===== src/rtl/decode_issue_pkg.sv =====
// Shared types and default geometry for the decode-issue stage.
// Contents:
//   DEF_*         default parameter values used by decode_issue_stage
//   DEF_VW        default vector word width (elements * element width)
//   ctrl_t        opaque decoded-control bundle at the default width
//   idex_t        ID/EX register layout at the default geometry
//   vec_word_bits helper that derives a vector word width
package decode_issue_pkg;

  localparam int unsigned DEF_REGI_BITS = 4;
  localparam int unsigned DEF_VECT_BITS = 2;
  localparam int unsigned DEF_REGI_SIZE = 16;
  localparam int unsigned DEF_VECT_SIZE = 8;
  localparam int unsigned DEF_ELEM_SIZE = 8;
  localparam int unsigned DEF_CTRL_W    = 32;
  localparam int unsigned DEF_VW        = DEF_VECT_SIZE * DEF_ELEM_SIZE;

  typedef logic [DEF_CTRL_W-1:0] ctrl_t;

  typedef struct packed {
    logic [DEF_REGI_SIZE-1:0] int_op1;
    logic [DEF_REGI_SIZE-1:0] int_op2;
    logic [DEF_VW-1:0]        vec_op1;
    logic [DEF_VW-1:0]        vec_op2;
    logic [DEF_REGI_BITS-1:0] idst;
    logic                     idst_en;
    logic [DEF_VECT_BITS-1:0] vdst;
    logic                     vdst_en;
    ctrl_t                    ctrl;
  } idex_t;

  function automatic int unsigned vec_word_bits(input int unsigned vect_size,
                                                input int unsigned elem_size);
    return vect_size * elem_size;
  endfunction

endpackage


===== src/rtl/reg_scoreboard.sv =====
// Pending-write scoreboard: one bit per architectural register.
// Ports:
//   clk, rst                  clock, synchronous active-low reset
//   set_a_*/set_b_*           mark a register as having a write in flight
//   clr_*                     write-back; clears the bit and is bypassed into queries
//   kill_*                    drop a pending write (flushed instruction)
//   query_idx_i / busy_o      three lookups; busy means "still waiting on a write"
// A set in the same cycle as a clear of the same index leaves the bit set.
module reg_scoreboard #(
  parameter int unsigned BITS = 4
) (
  input  logic                 clk,
  input  logic                 rst,
  input  logic                 set_a_en_i,
  input  logic [BITS-1:0]      set_a_idx_i,
  input  logic                 set_b_en_i,
  input  logic [BITS-1:0]      set_b_idx_i,
  input  logic                 clr_en_i,
  input  logic [BITS-1:0]      clr_idx_i,
  input  logic                 kill_en_i,
  input  logic [BITS-1:0]      kill_idx_i,
  input  logic [2:0][BITS-1:0] query_idx_i,
  output logic [2:0]           busy_o
);

  localparam int unsigned NumRegs = 1 << BITS;

  logic [NumRegs-1:0] pending_q, pending_d;

  always_comb begin
    pending_d = pending_q;
    if (kill_en_i) pending_d[kill_idx_i] = 1'b0;
    if (clr_en_i)  pending_d[clr_idx_i]  = 1'b0;
    // Sets last so a new producer outranks a retiring one.
    if (set_a_en_i) pending_d[set_a_idx_i] = 1'b1;
    if (set_b_en_i) pending_d[set_b_idx_i] = 1'b1;
  end

  // A write-back landing this cycle already satisfies the dependency.
  always_comb begin
    for (int k = 0; k < 3; k++) begin
      busy_o[k] = pending_q[query_idx_i[k]] && !(clr_en_i && (clr_idx_i == query_idx_i[k]));
    end
  end

  always_ff @(posedge clk) begin
    if (!rst) begin
      pending_q <= '0;
    end else begin
      pending_q <= pending_d;
    end
  end

endmodule


===== src/rtl/decode_issue_stage.sv =====
// Decode-issue stage: int and vector register files with write-through bypass,
// pending-write scoreboards that stall on RAW/WAW hazards, and an ID/EX register
// with valid/ready handshake and flush.
// Ports:
//   clk, rst                         clock, synchronous active-low reset
//   in_valid_i / in_ready_o          decoded instruction handshake
//   isrc*/vsrc*/idst*/vdst*/ctrl_i   decoded fields; pc_i feeds the PC alias register
//   int_w*/vec_w*                    write-back ports
//   flush_i                          kill the instruction held in ID/EX
//   out_valid_o / out_ready_i        EX handshake
//   *_op*_o, *dst*_o, ctrl_o         registered operands, destinations, control
//   stall_o                          instruction present but blocked by a hazard
module decode_issue_stage
  import decode_issue_pkg::*;
#(
  parameter int unsigned REGI_BITS = DEF_REGI_BITS,
  parameter int unsigned VECT_BITS = DEF_VECT_BITS,
  parameter int unsigned REGI_SIZE = DEF_REGI_SIZE,
  parameter int unsigned VECT_SIZE = DEF_VECT_SIZE,
  parameter int unsigned ELEM_SIZE = DEF_ELEM_SIZE,
  parameter int unsigned CTRL_W    = DEF_CTRL_W,
  parameter bit          PC_ALIAS  = 1'b1
) (
  input  logic                           clk,
  input  logic                           rst,
  input  logic                           in_valid_i,
  output logic                           in_ready_o,
  input  logic [REGI_BITS-1:0]           isrc1_i,
  input  logic [REGI_BITS-1:0]           isrc2_i,
  input  logic [1:0]                     isrc_en_i,
  input  logic [VECT_BITS-1:0]           vsrc1_i,
  input  logic [VECT_BITS-1:0]           vsrc2_i,
  input  logic [1:0]                     vsrc_en_i,
  input  logic [REGI_BITS-1:0]           idst_i,
  input  logic                           idst_en_i,
  input  logic [VECT_BITS-1:0]           vdst_i,
  input  logic                           vdst_en_i,
  input  logic [CTRL_W-1:0]              ctrl_i,
  input  logic [REGI_SIZE-1:0]           pc_i,
  input  logic                           int_we_i,
  input  logic [REGI_BITS-1:0]           int_wa_i,
  input  logic [REGI_SIZE-1:0]           int_wd_i,
  input  logic                           vec_we_i,
  input  logic [VECT_BITS-1:0]           vec_wa_i,
  input  logic [VECT_SIZE*ELEM_SIZE-1:0] vec_wd_i,
  input  logic                           flush_i,
  output logic                           out_valid_o,
  input  logic                           out_ready_i,
  output logic [REGI_SIZE-1:0]           int_op1_o,
  output logic [REGI_SIZE-1:0]           int_op2_o,
  output logic [VECT_SIZE*ELEM_SIZE-1:0] vec_op1_o,
  output logic [VECT_SIZE*ELEM_SIZE-1:0] vec_op2_o,
  output logic [REGI_BITS-1:0]           idst_o,
  output logic                           idst_en_o,
  output logic [VECT_BITS-1:0]           vdst_o,
  output logic                           vdst_en_o,
  output logic [CTRL_W-1:0]              ctrl_o,
  output logic                           stall_o
);

  localparam int unsigned VW     = vec_word_bits(VECT_SIZE, ELEM_SIZE);
  localparam int unsigned NumInt = 1 << REGI_BITS;
  localparam int unsigned NumVec = 1 << VECT_BITS;

  typedef struct packed {
    logic [REGI_SIZE-1:0] int_op1;
    logic [REGI_SIZE-1:0] int_op2;
    logic [VW-1:0]        vec_op1;
    logic [VW-1:0]        vec_op2;
    logic [REGI_BITS-1:0] idst;
    logic                 idst_en;
    logic [VECT_BITS-1:0] vdst;
    logic                 vdst_en;
    logic [CTRL_W-1:0]    ctrl;
  } stage_t;

  // ---------------------------------------------------------------------------
  // Register files
  // ---------------------------------------------------------------------------
  logic [REGI_SIZE-1:0] int_rf_q [NumInt];
  logic [VW-1:0]        vec_rf_q [NumVec];

  always_ff @(posedge clk) begin
    if (!rst) begin
      for (int i = 0; i < NumInt; i++) int_rf_q[i] <= '0;
      for (int i = 0; i < NumVec; i++) vec_rf_q[i] <= '0;
    end else begin
      if (int_we_i) int_rf_q[int_wa_i] <= int_wd_i;
      if (vec_we_i) vec_rf_q[vec_wa_i] <= vec_wd_i;
    end
  end

  // Priority: disabled -> 0, PC alias, same-cycle write-back, stored value.
  function automatic logic [REGI_SIZE-1:0] int_pick(
    input logic                 en,
    input logic [REGI_BITS-1:0] idx,
    input logic [REGI_SIZE-1:0] stored,
    input logic [REGI_SIZE-1:0] pc,
    input logic                 we,
    input logic [REGI_BITS-1:0] wa,
    input logic [REGI_SIZE-1:0] wd
  );
    if (!en)                   return '0;
    if (PC_ALIAS && (&idx))    return pc;
    if (we && (wa == idx))     return wd;
    return stored;
  endfunction

  function automatic logic [VW-1:0] vec_pick(
    input logic                 en,
    input logic [VECT_BITS-1:0] idx,
    input logic [VW-1:0]        stored,
    input logic                 we,
    input logic [VECT_BITS-1:0] wa,
    input logic [VW-1:0]        wd
  );
    if (!en)               return '0;
    if (we && (wa == idx)) return wd;
    return stored;
  endfunction

  logic [REGI_SIZE-1:0] int_op1_d, int_op2_d;
  logic [VW-1:0]        vec_op1_d, vec_op2_d;

  assign int_op1_d = int_pick(isrc_en_i[0], isrc1_i, int_rf_q[isrc1_i], pc_i,
                              int_we_i, int_wa_i, int_wd_i);
  assign int_op2_d = int_pick(isrc_en_i[1], isrc2_i, int_rf_q[isrc2_i], pc_i,
                              int_we_i, int_wa_i, int_wd_i);
  assign vec_op1_d = vec_pick(vsrc_en_i[0], vsrc1_i, vec_rf_q[vsrc1_i],
                              vec_we_i, vec_wa_i, vec_wd_i);
  assign vec_op2_d = vec_pick(vsrc_en_i[1], vsrc2_i, vec_rf_q[vsrc2_i],
                              vec_we_i, vec_wa_i, vec_wd_i);

  // ---------------------------------------------------------------------------
  // Scoreboards and handshake
  // ---------------------------------------------------------------------------
  stage_t idex_q, idex_d;
  logic   out_valid_q, out_valid_d;
  logic   issue, hazard, flush_kill;
  logic [2:0] int_busy, vec_busy;

  // Flush only retires pending bits if there is a live entry to kill.
  assign flush_kill = flush_i && out_valid_q;

  reg_scoreboard #(
    .BITS (REGI_BITS)
  ) u_int_sb (
    .clk         (clk),
    .rst         (rst),
    .set_a_en_i  (issue && idst_en_i),
    .set_a_idx_i (idst_i),
    .set_b_en_i  (1'b0),
    .set_b_idx_i ('0),
    .clr_en_i    (int_we_i),
    .clr_idx_i   (int_wa_i),
    .kill_en_i   (flush_kill && idex_q.idst_en),
    .kill_idx_i  (idex_q.idst),
    .query_idx_i ({idst_i, isrc2_i, isrc1_i}),
    .busy_o      (int_busy)
  );

  reg_scoreboard #(
    .BITS (VECT_BITS)
  ) u_vec_sb (
    .clk         (clk),
    .rst         (rst),
    .set_a_en_i  (issue && vdst_en_i),
    .set_a_idx_i (vdst_i),
    .set_b_en_i  (1'b0),
    .set_b_idx_i ('0),
    .clr_en_i    (vec_we_i),
    .clr_idx_i   (vec_wa_i),
    .kill_en_i   (flush_kill && idex_q.vdst_en),
    .kill_idx_i  (idex_q.vdst),
    .query_idx_i ({vdst_i, vsrc2_i, vsrc1_i}),
    .busy_o      (vec_busy)
  );

  assign hazard = (isrc_en_i[0] && int_busy[0]) || (isrc_en_i[1] && int_busy[1]) ||
                  (idst_en_i    && int_busy[2]) ||
                  (vsrc_en_i[0] && vec_busy[0]) || (vsrc_en_i[1] && vec_busy[1]) ||
                  (vdst_en_i    && vec_busy[2]);

  assign in_ready_o = !hazard && !flush_i && (!out_valid_q || out_ready_i);
  assign stall_o    = in_valid_i && hazard;
  assign issue      = in_valid_i && in_ready_o;

  // ---------------------------------------------------------------------------
  // ID/EX register
  // ---------------------------------------------------------------------------
  always_comb begin
    idex_d      = idex_q;
    out_valid_d = out_valid_q;
    if (issue) begin
      idex_d.int_op1 = int_op1_d;
      idex_d.int_op2 = int_op2_d;
      idex_d.vec_op1 = vec_op1_d;
      idex_d.vec_op2 = vec_op2_d;
      idex_d.idst    = idst_i;
      idex_d.idst_en = idst_en_i;
      idex_d.vdst    = vdst_i;
      idex_d.vdst_en = vdst_en_i;
      idex_d.ctrl    = ctrl_i;
      out_valid_d    = 1'b1;
    end else if (flush_i || out_ready_i) begin
      // Data fields hold; only the valid bit drops.
      out_valid_d = 1'b0;
    end
  end

  always_ff @(posedge clk) begin
    if (!rst) begin
      idex_q      <= '0;
      out_valid_q <= 1'b0;
    end else begin
      idex_q      <= idex_d;
      out_valid_q <= out_valid_d;
    end
  end

  assign out_valid_o = out_valid_q;
  assign int_op1_o   = idex_q.int_op1;
  assign int_op2_o   = idex_q.int_op2;
  assign vec_op1_o   = idex_q.vec_op1;
  assign vec_op2_o   = idex_q.vec_op2;
  assign idst_o      = idex_q.idst;
  assign idst_en_o   = idex_q.idst_en;
  assign vdst_o      = idex_q.vdst;
  assign vdst_en_o   = idex_q.vdst_en;
  assign ctrl_o      = idex_q.ctrl;

endmodule


===== config.mk =====
export PLATFORM = sky130hd
export DESIGN_NAME = decode_issue_stage
export DESIGN_NICKNAME = d
export VERILOG_FILES = /design/src/rtl/decode_issue_pkg.sv /design/src/rtl/reg_scoreboard.sv /design/src/rtl/decode_issue_stage.sv
export SDC_FILE = /design/constraint.sdc
export NUM_CORES = 1
export LEC_CHECK = 0
export CORE_UTILIZATION = 40
export DETAILED_ROUTE_END_ITERATION = 8
export GPL_TIMING_DRIVEN = 0
export PLACE_DENSITY = 0.6
export SYNTH_ARGS = -nofsm -noshare
export SYNTH_HDL_FRONTEND = slang
export SYNTH_SLANG_ARGS = --single-unit

===== constraint.sdc =====
create_clock -name clk -period 8.7 [get_ports clk]
set_input_delay 2.175 -clock clk [delete_from_list [all_inputs] [get_ports clk]]
set_output_delay 2.175 -clock clk [all_outputs]
set_load 0.05 [all_outputs]

Word level (Yosys, flattened, before mapping) --
Memory sizes are Yosys's and may differ from the RTL's. Cells that the tools add are included.
Operators by class: reduce and logical (&&, ||, !) cells 54, equal/unequal tests 6, bitwise gates (word level) 10, order comparisons 16, muxes and demuxes 79
Operators by type and width (count):
- 2-to-1 mux 64 bit | 9
- 2-to-1 mux 16 bit | 16
- OR reduction 64 bit | 1
- 2-to-1 mux 1 bit | 37
- logical AND 1 bit | 33
- AND 16 bit | 2
- inverter 16 bit | 2
- < comparator 4 x 5 -> 1 bit (second input constant) | 5
- 2-to-1 mux 4 bit | 4
- OR 16 bit | 1
- OR reduction 16 bit | 1
- < comparator 2 x 3 -> 1 bit (second input constant) | 5
- binary-select mux 1 bit (select 4 bit) | 3
- demux 1 bit (select 4 bit) | 3
- equality test 4 bit | 3
- >= comparator 4 x 1 -> 1 bit (second input constant) | 3
- zero test 1 bit | 9
- AND 4 bit | 2
- inverter 4 bit | 2
- AND reduction 4 bit | 2
- logical OR 1 bit | 7
- binary-select mux 1 bit (select 2 bit) | 3
- demux 1 bit (select 2 bit) | 3
- equality test 2 bit | 3
- 4 further kinds | 6
Word-level totals: memories 2, input bits 165, output and inout bits 203, word-level logic and storage cells 179, RAM bits 512, bits in registers 221
Memories:
- int_rf_q | words 16, bits a word 16, read ports 2, clocked after memory_dff 0, write ports 16, RTL line decode_issue_stage.sv:80 | logic [REGI_SIZE-1:0] int_rf_q [NumInt];
- vec_rf_q | words 4, bits a word 64, read ports 2, clocked after memory_dff 0, write ports 4, RTL line decode_issue_stage.sv:81 | logic [VW-1:0] vec_rf_q [NumVec];

Depth between registers and ports, before layout --
Gate-level depths: netlist (run 1).
depth after elaboration 16, gate-level depth with buffers 10, gate-level depth less buffers 6

Hierarchy --
Synthesis (run 1) repeated with hierarchy kept, for this count alone.
Second synthesis, totals: cell total of the unflattened synthesis 2875, area total of the unflattened synthesis 37257.0 um^2
Modules (own cells, without submodules):
- decode_issue_stage | sequential area each 19398.6 um^2, cells an instance 2659, area an instance 35297.6 um^2, instances 1
- reg_scoreboard (u_int_sb) | sequential area each 320.3 um^2, cells an instance 170, area an instance 1551.5 um^2, instances 1
- reg_scoreboard (u_vec_sb) | sequential area each 80.1 um^2, cells an instance 46, area an instance 407.9 um^2, instances 1

Worst setup path after synthesis (run 1) --
No wires, ideal clock.
path type in2reg, from input port vec_wa_i[0], to register u_vec_sb.pending_q[0], setup time 0.347 ns, data arrival time 7.483 ns, stages 4, slack 0.870 ns, cell sequence clkbuf_1 > or2_2 > o21ai_0 > o32ai_1
On the way: cells in the longest elaborated chain, start to end 14
Ends and longest elaborated chain:
- start, declared | RTL line decode_issue_stage.sv:44 | input logic [VECT_BITS-1:0] vec_wa_i,
- parallel branches: the longest is 13 deep, another holds < comparator 2 x 3 -> 1 bit
- 2-to-1 mux 4 bit (*) | RTL line reg_scoreboard.sv:35 | if (set_a_en_i) pending_d[set_a_idx_i] = 1'b1;
- end signal, assigned | RTL line reg_scoreboard.sv:50 | pending_q <= pending_d;
- end, declared | RTL line reg_scoreboard.sv:28 | logic [NumRegs-1:0] pending_q, pending_d;
Mark *: on every way between the ends. A chain may end at the register's enable or synchronous reset.

Worst setup path after layout (run 1) --
from input port int_wa_i[1], to output port stall_o
On the way: cells in the longest elaborated chain, start to end 11
Ends and longest elaborated chain:
- start, declared | RTL line decode_issue_stage.sv:41 | input logic [REGI_BITS-1:0] int_wa_i,
- equality test 4 bit | RTL line reg_scoreboard.sv:42 | busy_o[k] = pending_q[query_idx_i[k]] && !(clr_en_i && (clr_idx_i == query_idx_i[k]));
- logical AND 1 bit | RTL line reg_scoreboard.sv:42
- zero test 1 bit | RTL line reg_scoreboard.sv:42
- logical AND 1 bit | RTL line reg_scoreboard.sv:42
- logical AND 1 bit | RTL line decode_issue_stage.sv:179 | assign hazard = (isrc_en_i[0] && int_busy[0]) || (isrc_en_i[1] && int_busy[1]) ||
- logical OR 1 bit | RTL line decode_issue_stage.sv:179
- logical OR 1 bit (*) | RTL line decode_issue_stage.sv:179
- logical OR 1 bit (*) | RTL line decode_issue_stage.sv:180 | (idst_en_i && int_busy[2]) ||
- logical OR 1 bit (*) (2 in series) | RTL line decode_issue_stage.sv:181 | (vsrc_en_i[0] && vec_busy[0]) || (vsrc_en_i[1] && vec_busy[1]) ||
- logical AND 1 bit (*) | RTL line decode_issue_stage.sv:185 | assign stall_o = in_valid_i && hazard;
- end, declared | RTL line decode_issue_stage.sv:58 | output logic stall_o
Every way passes the cells marked *; elsewhere a longest branch is shown, timed or not.

==> metrics.txt, run 1 <==
total power 9.02 mW; Core Area 93,500 µm²; hold path depth 2; CTS tree built; TritonCTS buffer count 85; PortBufs between 300 and 400; hold_ws 0.456 ns; Sink Count 733; CP Data Arrival Time 5.84 ns; clock share of power 39.3%; placed instance count approximately 4,600; max incr delay on CP 0.72 ns; Required @ worst endpoint 6.53 ns; slowest stage cell, crit path clkdlybuf4s50_1; Synth top area share about two fifths; # DRC 0; most common cell after layout, fill and taps aside edfxtp_1; met1 usage 33.7%; Placement Cell Area about 43,000 µm²; Max Cap Violations 1; power per standard cell area 195 nW/µm²; Starting Density 40.5%; combinational share of power 15.7%; met2 Resource Use GR 40.7%; post-synthesis async set-or-reset flop share 0%; EDFF count, synth slightly above 500; largest net degree at the start of global routing 47; clk root buf clkbuf_16; finished layout cell area roughly 46,000 µm²; PnR worst setup slack 0.686 ns; Hold Crit Class flop to flop; fin nets 3,591; Worst Hold Launch ctrl_o[14]; vias in the first global route 26,478; die area ~96,000 µm²; Sw Ratio approximately 27%; maximum root-to-sink buffer count 3; outcome complete, but fails checks; period utilization 92.1%; final setup fails 0; share of layout cells above drive strength 1 18.3%; GR Overflow Total 0; Synth Area per Inst 12.8 µm²; failing checks max-capacitance violations, max-slew violations; Sequential Power Share between 40 and 50%; Non-Filler Instances roughly 4,800; R2R Setup Slk about 6 ns; Setup TNS Final 0 ns; routed length per instance ~26 µm; Die Y 310 µm; Placer Congestion 0.911; critical path type input pin to output pin; Most common cell on crit path clkdlybuf4s50_1; clock skew 0.0231 ns; Worst R2R Path Depth 8; Max transition margin -0.793%; critical path launch point type input pin; hold-fix buffers at CTS 0; # rows roughly 110; Hold EP ctrl_o[14]; Die Span X 310 µm; Sw Pwr 2.42 mW; Tmin final 8.01 ns; synth-to-layout area growth 22.3%; Detail Route Antenna Nets 0; Clock Latency Late Sink 0.67 ns; Final HPWL DP 89,000 µm; Seq/Total Area, Yosys 52.3%; reg-to-reg endpoint int_op1_o[11]; fillcell total 8,316; pre-CTS WS 0.776 ns; Slew @ Worst Pin between 1.5 and 2 ns; post-layout util 49.5%; Int Power 6.61 mW; # Post-CTS Setup Buffers 0; most crowded layer after global routing met2; Worst VDD drop 151 µV; cell count after synthesis 2,960; Setup crit end kind output pin; vias per cell 5.53; first-pass GRT wire length approximately 180,000 µm; Buf+Inv Stages, Crit Path 4; Lkg Pwr 16.5 nW; synthesis-stage register bit count 733; critical path peak fanout 10; Yosys Warn Count 0; Synth area leader edfxtp_1; Max Freq 125 MHz; FF-to-FF Start u_int_sb.pending_q[13]; H-tree levels 3; boundary pin count approximately 370; post-synth net total roughly 3,100; Distinct cells, synth 52; Top Family by Delay on Critical Path buffers and inverters; routed vias 26,351; Global Route Usage Sum between 20% and 30%; M3 GR Usage 7.17%; cell area after synthesis 37,800 µm²; post-cts resize count 0; most frequent cells in the layout edfxtp_1, nand2_1, clkdlybuf4s50_1, mux2i_1, nor2_1; initial antenna violation count 34; Pre-antenna DRT Iters 5; unrepaired setup endpoints after global routing false; crit-path cells clkdlybuf4s50_1, clkbuf_1, xor2_1, nor3_1, nand3_1, a32oi_1, and2_1, buf_4, nor2b_1, clkdlybuf4s50_1; top_reg_cell synth edfxtp_1; Synth area leaders edfxtp_1, mux4_2, dfxtp_1, mux2i_1, nand2_1; Initial DRC Count 2,448; drt total wl 123,000 µm; Final Hold Vio Count 0; Slew Viols, Final 11; Worst-path clk slew approximately 0.05 ns
-- Yosys cell counts (4+ instances only) --
| cell type | instances |
|---|---|
| nor3_1 | 42 |
| or4_1 | 32 |
| a31oi_1 | 4 |
| edfxtp_1 | 512 |
| buf_12 | 22 |
| nor2b_1 | 5 |
| mux2i_1 | 302 |
| and2_1 | 261 |
| dfxtp_1 | 221 |
| xnor2_1 | 8 |
| mux4_2 | 268 |
| nand4_1 | 4 |
| a311oi_1 | 4 |
| mux2_2 | 130 |
| nand3_1 | 12 |
| buf_1 | 42 |
| a31o_1 | 12 |
| xor2_1 | 10 |
| o21ai_0 | 17 |
| buf_2 | 27 |
| inv_1 | 87 |
| a41o_1 | 4 |
| and3_1 | 5 |
| nor2_1 | 280 |
| a211oi_1 | 12 |
| nand2b_1 | 7 |
| or2_2 | 4 |
| buf_4 | 7 |
| nand2_1 | 443 |
| clkbuf_1 | 140 |
-- per-layer routing --
layer  share of wire, %  wire length, µm
met3                9.7            12000
met5               0.20              241
met4                2.9             3570
met1                 41            50500
met2                 46            57100
-- how the worst max path moves through the flow --
stage	end	start	slack [ns]	cells past startpoint
after floorplan	u_vec_sb.pending_q[0]	vec_wa_i[0]	0.87	4
after global placement	u_vec_sb.pending_q[0]	vec_we_i	-3.74	4
after detailed placement	stall_o	int_wa_i[1]	0.78	10
after CTS	stall_o	int_wa_i[1]	0.77	10
after global routing	stall_o	int_wa_i[1]	0.57	10
final	stall_o	int_wa_i[1]	0.69	10
-- power groups by stage --
stage	Combinational, mW	Sequential [mW]	Clock (mW)
6_report	1.42	4.05	3.55
5_1_grt	1.49	4.08	3.73
4_1_cts	1.42	4.05	3.60
3_5_place_dp	1.42	4.12	0
3_3_place_gp	1.38	4.13	0
2_1_floorplan	0.751	4.24	0
-- worst register-to-register path, stage by stage, from the launching register on --
cell and delay, ns:
dfxtp_1 0.34, mux4_1 0.51, mux2_2 0.28, a22o_1 0.22
a311o_1 0.37, nor2_4 0.16, buf_12 0.27, buf_12 0.22
mux2i_1 0.20
-- registers in the layout (all words and copies together) (netlist names), 4 cells and up --
register	count
ctrl_o	32
int_op1_o	16
vec_rf_q	256
idst_o	4
vec_op1_o	64
int_rf_q	256
vec_op2_o	64
u_vec_sb.pending_q	4
u_int_sb.pending_q	16
int_op2_o	16
-- cell families (layout without fill, tap and decap cells) --
kind of cell              after synthesis  after routing  synth area share [%]
AOI/OAI and AO/OA                      72             72                  1.41
xor gates and xnor gates               18             18                 0.417
buffers and inverters                 327            864                  4.39
DFF                                   733            733                  52.3
muxes                                 701            701                  27.9
other                                   0             13                     0
and+or+nand+nor                      1109           1109                  13.6
-- final cells by class --
class,count,area (µm²),area share [%]
clock inverters,36,236,0.511
diodes,13,32.5,0.0703
inverters,87,327,0.706
flip-flops and latches,733,19800,42.8
clock buffers,122,2510,5.43
multi-input cells,1900,16500,35.6
plain buffers,240,1330,2.88
well taps,1254,1570,3.39
repair buffers,379,3980,8.59
Note: power is estimated with default switching activity, not from simulation.
==> run 2: changes to the inputs <==
- CTS_CLUSTER_DIAMETER: not set -> 120
- HOLD_SLACK_MARGIN: not set -> 0.15
- SLEW_MARGIN: not set -> 25
==> run 2 against run 1 <==
Compared with the run above: the run now ends clean; clock power decreased by 3%; critical endpoint unchanged; sequential share of layout area decreased by 0.097 points; hold slack about the same; largest cell class unchanged; power decreased by 1.1%.
==> metrics.txt, run 2 (synthesis gave the netlist of run 1 again) <==
Global Route Usage Sum around 26%; outcome finished, final reports clean; critical path peak fanout 10; critical path type input pin to output pin; boundary pin count 368; clock skew 0.0177 ns; Detail Route Antenna Nets 0; Final HPWL DP approximately 90,000 µm; hold path depth 2; Worst-path clk slew 0.05 ns; Clock Latency Late Sink 0.66 ns; drt total wl ~120,000 µm; Die Span X about 310 µm; vias in the first global route 26,534; share of layout cells above drive strength 1 between 15 and 20%; most frequent cells in the layout edfxtp_1, nand2_1, clkdlybuf4s50_1, mux2i_1, nor2_1; # rows between 100 and 150; Placer Congestion between 0.9 and 1; Max transition margin 23.2%; Core Area 93,500 µm²; Sink Count 733; Required @ worst endpoint approximately 6.5 ns; CTS tree built; fin nets about 3,600; GR Overflow Total 0; routed vias around 26,000; PortBufs 358; max incr delay on CP about 0.72 ns; Max Cap Violations 0; # Post-CTS Setup Buffers 0; Initial DRC Count 2,397; synth-to-layout area growth 22.6%; Pre-antenna DRT Iters 6; TritonCTS buffer count 83; Worst Hold Launch vec_op1_o[36]; largest net degree at the start of global routing 36; Tmin final 8.05 ns; biggest regs int_rf_q (256), vec_rf_q (256); period utilization 92.6%; H-tree levels 3; Final Hold Vio Count 0; crit-path cells clkdlybuf4s50_1, clkbuf_1, xor2_1, nor3_1, nand3_1, a32oi_1, and2_1, buf_4, nor2b_1, clkdlybuf4s50_1; placed instance count between 4,000 and 5,000; Die Y 310 µm; Worst VDD drop 138 µV; Setup crit end kind output pin; Hold EP vec_op1_o[36]; FF-to-FF Start u_int_sb.pending_q[13]; power per standard cell area 193 nW/µm²; post-layout util roughly 50%; most common cell after layout, fill and taps aside edfxtp_1; unrepaired setup endpoints after global routing false; Max Freq 124 MHz; Non-Filler Instances between 4,000 and 5,000; CP Data Arrival Time just under 6 ns; R2R Setup Slk 6.05 ns; # DRC 0; Slew @ Worst Pin between 1 and 1.5 ns; first-pass GRT wire length 177,000 µm; slowest stage cell, crit path clkdlybuf4s50_1; routed length per instance ~26 µm; Most common cell on crit path clkdlybuf4s50_1; critical path launch point type input pin; initial antenna violation count 30; clk root buf clkbuf_16; final setup fails 0; Hold Crit Class flop to flop; maximum root-to-sink buffer count 3; post-cts resize count 0; total power 8.93 mW; Worst R2R Path Depth 8; reg-to-reg endpoint int_op1_o[12]; Starting Density 40.5%; Slew Viols, Final 0; hold-fix buffers at CTS 0; die area 95,800 µm²; vias per cell 5.53; Lkg Pwr 16.5 nW; hold_ws 0.455 ns
## run 2: changes by cell type in the layout (fill, tap and decap cells not counted), moves of 4 or more
| cell | before | now |
|---|---|---|
| o21ai_2 | 15 | 0 |
| clkbuf_2 | 1 | 5 |
| o21ai_4 | 2 | 17 |
| clkinv_2 | 21 | 15 |
| clkbuf_1 | 157 | 165 |
| clkbuf_8 | 14 | 5 |
| buf_8 | 13 | 3 |
| buf_16 | 6 | 13 |
## run 2: power by group
part | leakage, nW | switching [mW] | total [mW] | internal [mW]
sequential | 6.76 | 0.105 | 4.05 | 3.95
clock | 1.29 | 1.48 | 3.44 | 1.96
combinational | 8.46 | 0.811 | 1.43 | 0.622
## run 2: worst max path at each step
| stage | startpoint | endpoint | slack (ns) | cells past startpoint |
|---|---|---|---|---|
| after floorplan | vec_wa_i[0] | u_vec_sb.pending_q[0] | 0.87 | 4 |
| after global placement | vec_we_i | u_vec_sb.pending_q[0] | -3.74 | 4 |
| after detailed placement | int_wa_i[1] | stall_o | 0.76 | 10 |
| after CTS | int_wa_i[1] | stall_o | 0.74 | 10 |
| after global routing | int_wa_i[1] | stall_o | 0.51 | 10 |
| final | int_wa_i[1] | stall_o | 0.65 | 10 |
## run 2: cell type report
type | count | area, µm²
Multi-Input combinational cell | 1900 | 16600
Clock inverter | 31 | 245
Buffer | 240 | 1340
Antenna cell | 10 | 25.0
Tap cell | 1254 | 1570
Sequential cell | 733 | 19800
Timing Repair Buffer | 379 | 4080
Fill cell | 8360 | 47100
Inverter | 87 | 327
Clock buffer | 122 | 2380
## run 2: worst max-delay path, delay by kind of cell
| family | cells | cell delay, ns |
|---|---|---|
| XOR/XNOR | 1 | 0.13 |
| AO/OA/AOI/OAI | 1 | 0.64 |
| AND/OR/NAND/NOR | 4 | 1.10 |
| buffers and inverters | 4 | 1.83 |
## run 2: routing by layer
| layer | wire (µm) | GRT usage [%] | vias up | part of all wire (%) |
|---|---|---|---|---|
| li1 | - | - | 11731 | - |
| met5 | 257 | 0 | - | 0.21 |
| met1 | 50000 | 33.6 | 13109 | 41 |
| met3 | 12000 | 7.15 | 263 | 9.7 |
| met4 | 3870 | 8.52 | 40 | 3.1 |
| met2 | 57200 | 40.9 | 1148 | 46 |
## run 2: stage by stage
| stage | TNS (ns) | area [µm²] | setup WS, ns |
|---|---|---|---|
| floorplan | 0 | 37800 | 0.870 |
| global placement | -233.78 | 43000 | -3.74 |
| detailed placement | 0 | 43700 | 0.761 |
| CTS | 0 | 46300 | 0.741 |
| global route | 0 | 46400 | 0.507 |
| finish | 0 | 46400 | 0.646 |
